`src/rtl/id_exe_pkg.sv`:
```
// id_exe_pkg: shared ID/EXE packet layout and buffer state encoding.
package id_exe_pkg;
  typedef struct packed {
    logic        wb_en;
    logic        mem_r_en;
    logic        mem_w_en;
    logic [3:0]  exe_cmd;
    logic        b;
    logic        s;
    logic        imm;
    logic [31:0] pc;
    logic [31:0] val_rn;
    logic [31:0] val_rm;
    logic [11:0] shift_operand;
    logic [23:0] signed_imm_24;
    logic [3:0]  dest;
    logic [3:0]  src1;
    logic [3:0]  src2;
    logic [3:0]  status;
  } id_exe_pkt_t;
  localparam int ID_EXE_PKT_W = $bits(id_exe_pkt_t);
  typedef enum logic [1:0] {
    ST_EMPTY = 2'd0,
    ST_ONE   = 2'd1,
    ST_FULL  = 2'd2
  } state_e;
endpackage

```
`src/rtl/id_exe_entry.sv`:
```
// id_exe_entry: enable-loaded packet register with async active-low clear.
module id_exe_entry
  import id_exe_pkg::*;
(
  input  logic        clk,
  input  logic        rst_n,
  input  logic        en_i,
  input  id_exe_pkt_t d_i,
  output id_exe_pkt_t q_o
);
  id_exe_pkt_t pkt_q;
  always_ff @(posedge clk or negedge rst_n)
    if (!rst_n) pkt_q <= '0;
    else if (en_i) pkt_q <= d_i;
  assign q_o = pkt_q;
endmodule

```
`src/rtl/id_exe_reg.sv`:
```
// id_exe_reg: 2-entry in-order ID/EXE skid buffer with flush.
// Optional saturating stall counter enabled by ID_EXE_STALL_CNT_EN.
module id_exe_reg
  import id_exe_pkg::*;
(
  input  logic        clk,
  input  logic        rst_n,
  input  logic        flush,
  input  logic        in_valid,
  output logic        in_ready,
  input  id_exe_pkt_t in_pkt,
  output logic        out_valid,
  input  logic        out_ready,
  output id_exe_pkt_t out_pkt,
  output logic        out_los
`ifdef ID_EXE_STALL_CNT_EN
  ,
  output logic [15:0] stall_cnt
`endif
);
  state_e      state_q, state_d;
  id_exe_pkt_t head_q, tail_q, head_d;
  logic        accept, drain, head_en, tail_en;
  assign in_ready  = state_q != ST_FULL;
  assign out_valid = state_q != ST_EMPTY;
  assign accept    = in_valid & in_ready;
  assign drain     = out_valid & out_ready;
  always_comb begin
    state_d = state_q;
    case (state_q)
      ST_EMPTY: state_d = accept ? ST_ONE : ST_EMPTY;
      ST_ONE:   state_d = (accept & ~drain) ? ST_FULL : (drain & ~accept) ? ST_EMPTY : ST_ONE;
      ST_FULL:  state_d = drain ? ST_ONE : ST_FULL;
      default:  state_d = ST_EMPTY;
    endcase
    if (flush) state_d = ST_EMPTY;
  end
  always_ff @(posedge clk or negedge rst_n)
    if (!rst_n) state_q <= ST_EMPTY;
    else state_q <= state_d;
  // Head takes a fresh packet when it is (or is about to be) vacant, or the tail on a FULL drain.
  assign head_d  = (state_q == ST_FULL) ? tail_q : in_pkt;
  assign head_en = (accept & ((state_q == ST_EMPTY) | drain)) | ((state_q == ST_FULL) & drain);
  assign tail_en = accept & ~drain & (state_q == ST_ONE);
  id_exe_entry u_head (.clk(clk), .rst_n(rst_n), .en_i(head_en), .d_i(head_d), .q_o(head_q));
  id_exe_entry u_tail (.clk(clk), .rst_n(rst_n), .en_i(tail_en), .d_i(in_pkt), .q_o(tail_q));
  assign out_pkt = head_q;
  assign out_los = out_valid & (head_q.mem_r_en | head_q.mem_w_en);
`ifdef ID_EXE_STALL_CNT_EN
  logic [15:0] cnt_q, cnt_d;
  assign cnt_d = (out_valid & ~out_ready & ~flush & (cnt_q != 16'hFFFF)) ? cnt_q + 16'd1 : cnt_q;
  always_ff @(posedge clk or negedge rst_n)
    if (!rst_n) cnt_q <= '0;
    else cnt_q <= cnt_d;
  assign stall_cnt = cnt_q;
`endif
endmodule

```
`config.mk`:
```
export PLATFORM = sky130hd
export DESIGN_NAME = id_exe_reg
export DESIGN_NICKNAME = d
export VERILOG_FILES = /design/src/rtl/id_exe_pkg.sv /design/src/rtl/id_exe_entry.sv /design/src/rtl/id_exe_reg.sv
export SDC_FILE = /design/constraint.sdc
export NUM_CORES = 1
export LEC_CHECK = 0
export CORE_UTILIZATION = 50
export DETAILED_ROUTE_END_ITERATION = 8
export PLACE_DENSITY = 0.77
export RECOVER_POWER = 25
export SYNTH_ARGS = -nofsm -noshare
export SYNTH_HDL_FRONTEND = slang
export SYNTH_SLANG_ARGS = --single-unit
```
`constraint.sdc`:
```
create_clock -name clk -period 1.95 [get_ports clk]
set_input_delay 0.39 -clock clk [delete_from_list [all_inputs] [get_ports clk]]
set_output_delay 0.39 -clock clk [all_outputs]
set_load 0.01 [all_outputs]
```
==> impl_results.md <==
- Main flop type after synthesis: dfrtp_1
- Register bit count reported by yosys: approximately 320
- Drt drc: 0
- DP Cell Count: 2114
- Worst min-delay path category: in -> async
- Die span in y: ~190 um
- Gr usage total: 0.274
- Drt wl/cell: 22.2 um
- Final count of hold timing violations: 0
- Number of global-route vias before repair: 13500
- Minimum clock period: 1940 ps
- Max_cap viols: 0
- Drt total wl: 48600 um
- Worst Setup Start Kind: flip-flop
- Area of the core: between 30000 and 40000 um^2
- Yosys warnings: 0
- Clock power frac: 0.325
- Worst r2r path cells: 5
- Routed via count: 13600
- Setup violators final: 0
- Commonest cells in the synthesized netlist: dfrtp_1 (318), nor2_1 (160), a21oi_1 (159)
- CP Class: reg -> reg
- R2R Path Start: state_q[0]$_DFF_PN0_
- Worst-margin pin slew: approximately 900 ps
- Clock slew at reported path FFs: roughly 60 ps
- Max-slew headroom: 0.402
- P_int: 15.0 mW
- Worst reg2reg path endpoint: u_head.q_o[41]$_DFFE_PN0P_
- Top-Level Pins: 324
- Fraction of layout cells with a size suffix above 1: 0.167
- Final #Nets: ~1900
- Area growth, synth to finish: 30.0%
- Max frequency: 515 MHz
- Synth area leader: dfrtp_1
- Crit share post-route: 0.995
- Worst slack, placed: roughly 87 ps
- TritonCTS Buffers: 36
- Status: finished, final reports clean
- Max Slew Vio Count: 0
- Netlist cell types: 27
- Clock skew: 19.0 ps
- Overflow after GRT: 0
- R2R Setup Slk: 9 ps
- P_leak: 8.32 nW
- Crit path DAT: between 2000 and 2500 ps
- Crit path cell chain: buf_4 > or3b_4 > buf_12 > o211ai_1 > a21oi_1
- Syn_nets: between 1500 and 2000
- First-pass GRT wire length: 75100 um
- Initial antenna violation count: 4
- Post-synth ARST share: 1.00
- Synthesized area: approximately 17000 um^2
- CP Capture Type: flip-flop
- Final GP Congestion: 0.794
- Syn avg cell area: 11.6 um^2
- Share of the synthesized area in the top cell type: 0.471
- Initial Util: 0.514
- Flop pwr share: 0.430
- Crit-path slowest cell: dfrtp_4
- Die area: 34500 um^2
- Vias per std cell: 6.22
- RSZ-0062 raised after global routing: true
- Post-synth EDFFs: 0
- Insertion delay to the later sink of the worst-skew pair: 520 ps
- Maximum vdd drop: 0.000580 V
- Combinational fraction of design power: 0.245
- Width of the die: around 190 um
- Mapped Cells: around 1500
- HPWL Detailed: roughly 30000 um
- Drt first pass iters: 5
- Synth top area cells: dfrtp_1 (47%), mux2_4 (9.7%), or4bb_1 (9.3%)
- Switching Power: 5.68 mW
- H-tree Lvls: 2
- Sw Ratio: 0.274
- Pwr/cell area: 943 nW/um^2
- Clock Path Buffers: 3
- Largest net degree at the start of global routing: between 100 and 150
- Worst stage delay on the critical path: ~490 ps
- Most common cell in the netlist: dfrtp_1
- Setup ws final: 9.44 ps
- Post-route ant nets: 0
- Non-filler instance count after layout: approximately 2200
- Row count: 66
- CTS sink count: roughly 320
- Crit Path Max Fanout: 107
- Root Buffer: clkbuf_16
- Fillers: 2475
- Worst EP required: between 2000 and 2500 ps
- DRT iter0 DRCs: 1118
- Number of port buffers: 323
- Sequential share of the synthesized area: 0.471
- CTS tree: done
==> cells in the final DEF, fill, tap and decap left out, types with 2 or more instances in the layout <==
cell	synthesis	routed
clkdlybuf4s50_1	0	317
dfrtp_1	318	316
nor2_1	160	160
a21oi_1	159	159
nand4b_1	158	158
o211ai_1	158	158
or4bb_1	140	140
mux2_4	109	109
mux2_2	49	49
clkbuf_16	0	38
buf_12	0	32
buf_4	6	26
nand4bb_1	18	18
clkbuf_1	62	15
clkbuf_8	0	7
clkinv_2	0	6
clkbuf_2	9	5
diode_2	0	3
inv_6	0	3
inv_1	2	2
bufinv_16	0	2
buf_16	0	2
buf_6	15	2
dfrtp_4	0	2
==> through the flow <==
step	power (mW)	setup TNS, ps	area, um^2	utilization	hold WS (ps)
finish	20.7	0	22000	0.668	383
detailed placement	14.0	0	20800	0.633	339
floorplan	11.5	0	16900	-	94.4
global route	21.6	-7.23	21900	0.668	405
global placement	13.8	0	20800	0.633	337
CTS	20.8	0	22000	0.669	394
==> state kept, by name, summed over array words and instances (netlist names) <==
| name | cells |
|---|---|
| u_tail.q_o | 158 |
| u_head.q_o | 158 |
| state_q | 2 |
==> layout make-up <==
class,instances,area [um^2],area share
diodes,3,7.51,0.000342
clock buffers,54,1050,0.0478
clock inverters,11,116,0.00530
multi-input cells,962,8040,0.366
flip-flops and latches,318,7970,0.363
inverters,2,7.51,0.000342
repair buffers,395,4210,0.192
well taps,442,553,0.0252
==> cells by family after synthesis <==
kind of cell	count (synthesis)	share of synthesized area
and+or+nand+nor	483	0.227
AOI/OAI and AO/OA	321	0.119
DFF	318	0.471
buffers and inverters	178	0.0536
muxes	158	0.130
==> worst max-delay path by stage <==
stage | slack (ps) | start | cells after the start | endpoint
final | 9 | state_q[0]$_DFF_PN0_ | 5 | u_head.q_o[41]$_DFFE_PN0P_
after global routing | -6 | state_q[0]$_DFF_PN0_ | 6 | u_head.q_o[119]$_DFFE_PN0P_
after CTS | 0.3 | state_q[1]$_DFF_PN0_ | 3 | in_ready
after detailed placement | 90 | state_q[1]$_DFF_PN0_ | 5 | u_head.q_o[46]$_DFFE_PN0P_
after global placement | 140 | state_q[1]$_DFF_PN0_ | 5 | u_head.q_o[87]$_DFFE_PN0P_
after floorplan | 220 | state_q[0]$_DFF_PN0_ | 5 | out_los
==> timing repair <==
item                       in CTS  in global routing
hold endpoints to repair       34                  0
buffers inserted                3                  0
setup endpoints to repair       3                 45
gates resized for setup         9                  5
pin swaps                       1                  1
gates cloned                    0                  1
hold buffers                    1                  0
==> routing by layer <==
layer / track usage / vias to the layer above / routed length (um)
met5: 0 / - / 26
met3: 0.0530 / 75 / 3540
met4: 0.0718 / 4 / 1060
met1: 0.375 / 6910 / 20900
li1: - / 6081 / -
met2: 0.446 / 536 / 23100
==> worst max-delay path, delay by kind of cell, from the launching register on <==
kind	cells	cell delay (ps)
compound gates	2	440
buf+inv	2	380
flops	1	490
simple gates	1	410
==> power groups by stage <==
stage	combinational, mW	sequential, mW	clock, mW
5_1_grt	5.45	9.03	7.10
2_1_floorplan	2.55	8.95	0
4_1_cts	5.09	8.87	6.82
3_3_place_gp	4.94	8.89	0
3_5_place_dp	5.04	8.97	0
6_report	5.08	8.90	6.73
(Power assumes the default switching activity.)
